$ cat src/rtl/tsqr_pkg.sv
// Shared TSQR constants and the tile-loader state encoding.
package tsqr_pkg;

  localparam int FP32_W      = 32;
  localparam int LANES       = 4;
  localparam int TSQR_DATA_W = LANES * FP32_W;
  localparam int TSQR_CNT_W  = 8;

  typedef enum logic [1:0] {
    IDLE = 2'd0,
    FILL = 2'd1,
    DONE = 2'd2
  } load_state_e;

endpackage

$ cat src/rtl/tsqr_bank_flag.sv
// Per-bank "tile full" flag: set by the loader, cleared by the core's release pulse.
module tsqr_bank_flag (
  input  logic clk,
  input  logic rst,
  input  logic set,
  input  logic rel,
  output logic fi
);

  logic fi_q, fi_d;

  // A set arriving with a release means the next tile is already in the bank, so set wins.
  always_comb begin
    fi_d = set | (fi_q & ~rel);
  end

  always_ff @(posedge clk or posedge rst) begin
    if (rst) fi_q <= 1'b0;
    else     fi_q <= fi_d;
  end

  assign fi = fi_q;

endmodule

$ cat src/rtl/tsqr_tile_loader.sv
// Streams u/p row beats from a valid/ready source into the TSQR core's ping-pong tile banks.
module tsqr_tile_loader
  import tsqr_pkg::*;
#(
  parameter int DATA_W = TSQR_DATA_W,
  parameter int BEATS  = 2,
  parameter int ADDR_W = 6,
  parameter int CNT_W  = TSQR_CNT_W
) (
  input  logic              clk,
  input  logic              rst,
  input  logic              start,
  input  logic [CNT_W-1:0]  tile_no,
  input  logic              s_valid,
  output logic              s_ready,
  input  logic [DATA_W-1:0] s_ug,
  input  logic [DATA_W-1:0] s_pg,
  output logic              mem0_we,
  output logic              mem1_we,
  output logic [ADDR_W-1:0] mem_addr,
  output logic [DATA_W-1:0] mem_ug_din,
  output logic [DATA_W-1:0] mem_pg_din,
  output logic              mem0_fi,
  output logic              mem1_fi,
  input  logic              mem0_rel,
  input  logic              mem1_rel,
  output logic [CNT_W-1:0]  tiles_loaded,
  output logic              load_fi,
  output logic              busy
);

  load_state_e       state_q, state_d;
  logic              bank_q, bank_d;
  logic [ADDR_W-1:0] beat_q, beat_d;
  logic [ADDR_W-1:0] addr_q, addr_d;
  logic [CNT_W-1:0]  tiles_q, tiles_d;
  logic [CNT_W-1:0]  tile_no_q, tile_no_d;
  logic              we0_q, we0_d, we1_q, we1_d;
  logic              last_q, last_d;
  logic [DATA_W-1:0] ug_q, ug_d, pg_q, pg_d;
  logic [CNT_W-1:0]  tiles_next;
  logic              fi0, fi1, hs;

  // Ready depends only on registered state so the source never sees a loop through s_valid.
  assign s_ready    = (state_q == FILL) && !(bank_q ? fi1 : fi0);
  assign hs         = s_valid && s_ready;
  assign tiles_next = tiles_q + CNT_W'(1);

  always_comb begin
    state_d   = state_q;
    bank_d    = bank_q;
    beat_d    = beat_q;
    addr_d    = addr_q;
    tiles_d   = tiles_q;
    tile_no_d = tile_no_q;
    ug_d      = ug_q;
    pg_d      = pg_q;
    we0_d     = 1'b0;
    we1_d     = 1'b0;
    last_d    = 1'b0;
    case (state_q)
      IDLE: begin
        if (start) begin
          tile_no_d = tile_no;
          tiles_d   = '0;
          bank_d    = 1'b0;
          beat_d    = '0;
          state_d   = (tile_no == '0) ? DONE : FILL;
        end
      end
      FILL: begin
        if (hs) begin
          we0_d  = ~bank_q;
          we1_d  = bank_q;
          addr_d = beat_q;
          ug_d   = s_ug;
          pg_d   = s_pg;
          if (beat_q == ADDR_W'(BEATS - 1)) begin
            last_d  = 1'b1;
            beat_d  = '0;
            bank_d  = ~bank_q;
            tiles_d = tiles_next;
            if (tiles_next == tile_no_q) state_d = DONE;
          end else begin
            beat_d = beat_q + ADDR_W'(1);
          end
        end
      end
      DONE:    state_d = IDLE;
      default: state_d = IDLE;
    endcase
  end

  always_ff @(posedge clk or posedge rst) begin
    if (rst) begin
      state_q   <= IDLE;
      bank_q    <= 1'b0;
      beat_q    <= '0;
      addr_q    <= '0;
      tiles_q   <= '0;
      tile_no_q <= '0;
      ug_q      <= '0;
      pg_q      <= '0;
      we0_q     <= 1'b0;
      we1_q     <= 1'b0;
      last_q    <= 1'b0;
    end else begin
      state_q   <= state_d;
      bank_q    <= bank_d;
      beat_q    <= beat_d;
      addr_q    <= addr_d;
      tiles_q   <= tiles_d;
      tile_no_q <= tile_no_d;
      ug_q      <= ug_d;
      pg_q      <= pg_d;
      we0_q     <= we0_d;
      we1_q     <= we1_d;
      last_q    <= last_d;
    end
  end

  // A bank becomes full on the edge that retires its final write strobe.
  tsqr_bank_flag u_flag0 (
    .clk (clk),
    .rst (rst),
    .set (we0_q & last_q),
    .rel (mem0_rel),
    .fi  (fi0)
  );

  tsqr_bank_flag u_flag1 (
    .clk (clk),
    .rst (rst),
    .set (we1_q & last_q),
    .rel (mem1_rel),
    .fi  (fi1)
  );

  assign mem0_we      = we0_q;
  assign mem1_we      = we1_q;
  assign mem_addr     = addr_q;
  assign mem_ug_din   = ug_q;
  assign mem_pg_din   = pg_q;
  assign mem0_fi      = fi0;
  assign mem1_fi      = fi1;
  assign tiles_loaded = tiles_q;
  assign load_fi      = (state_q == DONE);
  assign busy         = (state_q != IDLE);

endmodule

$ cat config.mk
export PLATFORM = sky130hd
export DESIGN_NAME = tsqr_tile_loader
export DESIGN_NICKNAME = d
export VERILOG_FILES = /design/src/rtl/tsqr_pkg.sv /design/src/rtl/tsqr_bank_flag.sv /design/src/rtl/tsqr_tile_loader.sv
export SDC_FILE = /design/constraint.sdc
export NUM_CORES = 1
export LEC_CHECK = 0
export CORE_AREA = 2 2 210 212
export CTS_CLUSTER_SIZE = 8
export DETAILED_ROUTE_END_ITERATION = 12
export DIE_AREA = 0 0 212 214
export HOLD_SLACK_MARGIN = 0.08
export SETUP_SLACK_MARGIN = 0.3
export SKIP_CTS_REPAIR_TIMING = 1
export SLEW_MARGIN = 10
export SYNTH_ARGS = -nofsm -noshare
export SYNTH_HDL_FRONTEND = slang
export SYNTH_SLANG_ARGS = --single-unit
$ cat constraint.sdc
create_clock -name clk -period 13.55 [get_ports clk]
set_clock_uncertainty 0.2 [all_clocks]
set_input_delay 2.71 -clock clk [delete_from_list [all_inputs] [get_ports clk]]
set_output_delay 2.71 -clock clk [all_outputs]
set_load 0.1 [all_outputs]
==> run_results.csv <==
group,metric,value,unit
run_status,outcome,"complete, no violations",
global_route,grtUsageTotal,0.151,
critical_path,critPathMaxStageDelay,0.87,ns
detailed_routing,wl_per_cell,18.7,um
die,die_x,212,um
critical_path,required,13.76,ns
timing,layout_min_cycle_time,5.88,ns
hold_path,worstHoldPathType,"reg -> reg",
timing,rsz0062_at_grt,"false",
finish,utilization,0.431,
finish,layout_common_cells,"546 x clkdlybuf4s50_1, 292 x dfrtp_1, 269 x mux2_2, 45 x clkbuf_16, 14 x o21ai_0",
cts,cts_buffers,42,
logic_synthesis,synth_edf_count,0,
placed_design,numPortBuffers,546,
timing,finalWorstSetupSlack,7.67,ns
finish,layout-drive-gt1-share,0.263,
cts,clkLatencyLatePin,0.53,ns
timing,holdWs,0.287,ns
finish,area_growth,64.5,%
run,max-cap-violations,0,
detailed_routing,ant_nets,0,
finish,fillerInstances,3974,
critical_path,cp_num_buf_inv,3,
critical_path,endpoint_kind,"register",
placed_design,place_area,17400,um2
die,initial_core_util,0.262,
logic_synthesis,synth_top_area_share,0.649,
logic_synthesis,netlist_area,11300,um2
die,num_rows,76,
cts,cts.sinks,292,
power_and_ir_drop,finalPower,4.05,mW
timing,relSlewSlack,0.249,
critical_path,start_kind,"input pin",
logic_synthesis,synthTopCellsByArea,"dfrtp_1 65%, mux2_2 27%, buf_2 1.2%",
critical_path,crit_family,"buffers and inverters",
logic_synthesis,yosysSeqAreaShare,0.649,
logic_synthesis,synth_cell_types,44,
cts,ctsLongestPathBuffers,3,
detailed_routing,drc,0,
logic_synthesis,synth_nets,978,
logic_synthesis,synth_ff_type,"dfrtp_1",
global_route,grt_max_degree,163,
critical_path,path_cells,"clkdlybuf4s50_1, and3b_1, nand2_4, buf_4, buf_4, mux2_2",
cts,path_clk_slew,0.05,ns
timing,fmax,170,MHz
logic_synthesis,synth.avg_cell_area,16.0,um2
power_and_ir_drop,ir_drop,118,uV
placed_design,dp_hpwl,25500,um
critical_path,crit_type,"in -> reg",
die,core_region_area,42900,um2
global_route,grt_pass1_wl,52000,um
finish,stdcell_area,18500,um2
placed_design,place_ws,7.04,ns
placed_design,placed_cells,1809,
detailed_routing,drtIter0Drc,242,
timing,report.final.slew_viol_count,0,
power_and_ir_drop,cellPowerDensity,219,nW/um2
timing,min_period_over_period,0.434,
cts,cts-root-buf,"clkbuf_16",
critical_path,slowest_stage,"buf_4",
die,die_h,214,um
logic_synthesis,synthArstFlopShare,1.00,
timing,setup_viol,0,
detailed_routing,route.vias.total,7946,
logic_synthesis,synth_cells,705,
die,die-area,45400,um2
global_route,overflow,0,
detailed_routing,wl,34700,um
power_and_ir_drop,cellLeakagePower,7.54,nW
critical_path,crit_fanout,77,
critical_path,crit_arrival,6.09,ns
global_route,grt_pass1_vias,8653,
cts,cts_tree,"done",
placed_design,place.gp.congestion,0.747,
finish,final_nets,1541,
finish,fin_cells,1858,
timing,hold_viol_final,0,
cts,cts_htree_levels,2,
logic_synthesis,synth_top_area_cell,"dfrtp_1",
global_route,antenna_found_initial,3,
finish,final_common_cell,"clkdlybuf4s50_1",
detailed_routing,vias_per_cell,4.28,
logic_synthesis,ys_ff_latch,292,
die,io_pins,547,
logic_synthesis,ys_warn_count,0,
detailed_routing,drt-pass1-iter-count,4,
critical_path,cpMostUsedCell,"buf_4",
timing,setup_tns,0,ns
timing,worstMarginPinSlew,1.12,ns
worst paths after layout:
| kind | from | cells past startpoint | to | slack (ns) |
|---|---|---|---|---|
| max in group asynchronous | rst | 3 | mem_pg_din[59] | 9.04 |
| min | mem_addr[1] | 2 | mem_addr[1] | 0.29 |
| min reg2reg | mem_addr[1] | 2 | mem_addr[1] | 0.29 |
| max reg2reg | state_q[0] | 5 | mem_ug_din[1] | 9.70 |
| min in group asynchronous | rst | 2 | mem_pg_din[84] | 2.57 |
| max | s_valid | 6 | mem_ug_din[1] | 7.67 |
Yosys cell counts (2+ instances only):
cell type	instances
nand4_1	4
o31ai_1	2
dfrtp_1	292
nor2_1	11
or2_2	3
nor3_1	2
o211ai_1	2
nand2_1	12
nor4_1	2
nor2b_1	5
buf_2	26
and3_1	3
a21o_1	2
mux2_2	269
xnor2_1	7
xor2_1	7
ha_1	3
inv_1	5
a21oi_1	2
and3_2	2
clkbuf_1	4
o21ai_0	14
nand2b_1	5
cell families (layout without fill, tap and decap cells):
| family | after synthesis | in the layout | synth area share |
|---|---|---|---|
| simple gates | 57 | 57 | 0.0294 |
| xor+xnor | 14 | 14 | 0.0109 |
| compound gates | 33 | 33 | 0.0216 |
| flops | 292 | 292 | 0.649 |
| other cells | 0 | 1 | 0 |
| fa+ha+maj | 3 | 3 | 0.00334 |
| mux | 270 | 270 | 0.270 |
| buf+inv | 36 | 603 | 0.0152 |
power by group:
group / internal [mW] / switching [mW]
clock: 0.584 / 0.363
combinational: 0.507 / 1.44
sequential: 1.05 / 0.105
area by class of cell:
type | count | area, um2 | area share
flip-flops and latches | 292 | 7310 | 0.395
well taps | 585 | 732 | 0.0396
repair buffers | 550 | 5510 | 0.298
inverters | 5 | 26.3 | 0.00142
diodes | 1 | 2.50 | 0.000135
clock buffers | 48 | 1150 | 0.0620
multi-input cells | 377 | 3780 | 0.204
flip-flops by register name, summed over array words and instances (netlist names), 2 cells and up:
signal and count:
tile_no_q 8, mem_ug_din 128, state_q 2, mem_pg_din 128, beat_q 6, mem_addr 6
tiles_loaded 8
tightest hold or removal path, stage by stage (launching register included):
cell	delay, ns
dfrtp_1	0.34
nand2_1	0.05
o21ai_0	0.06
per-layer routing:
layer	vias to the layer above	wire length, um	track usage
met2	354	17600	0.266
met5	-	23	0
met3	60	3770	0.0652
li1	3600	-	-
met1	3928	12500	0.157
met4	4	837	0.0542
Note: power is estimated with default switching activity, not from simulation.
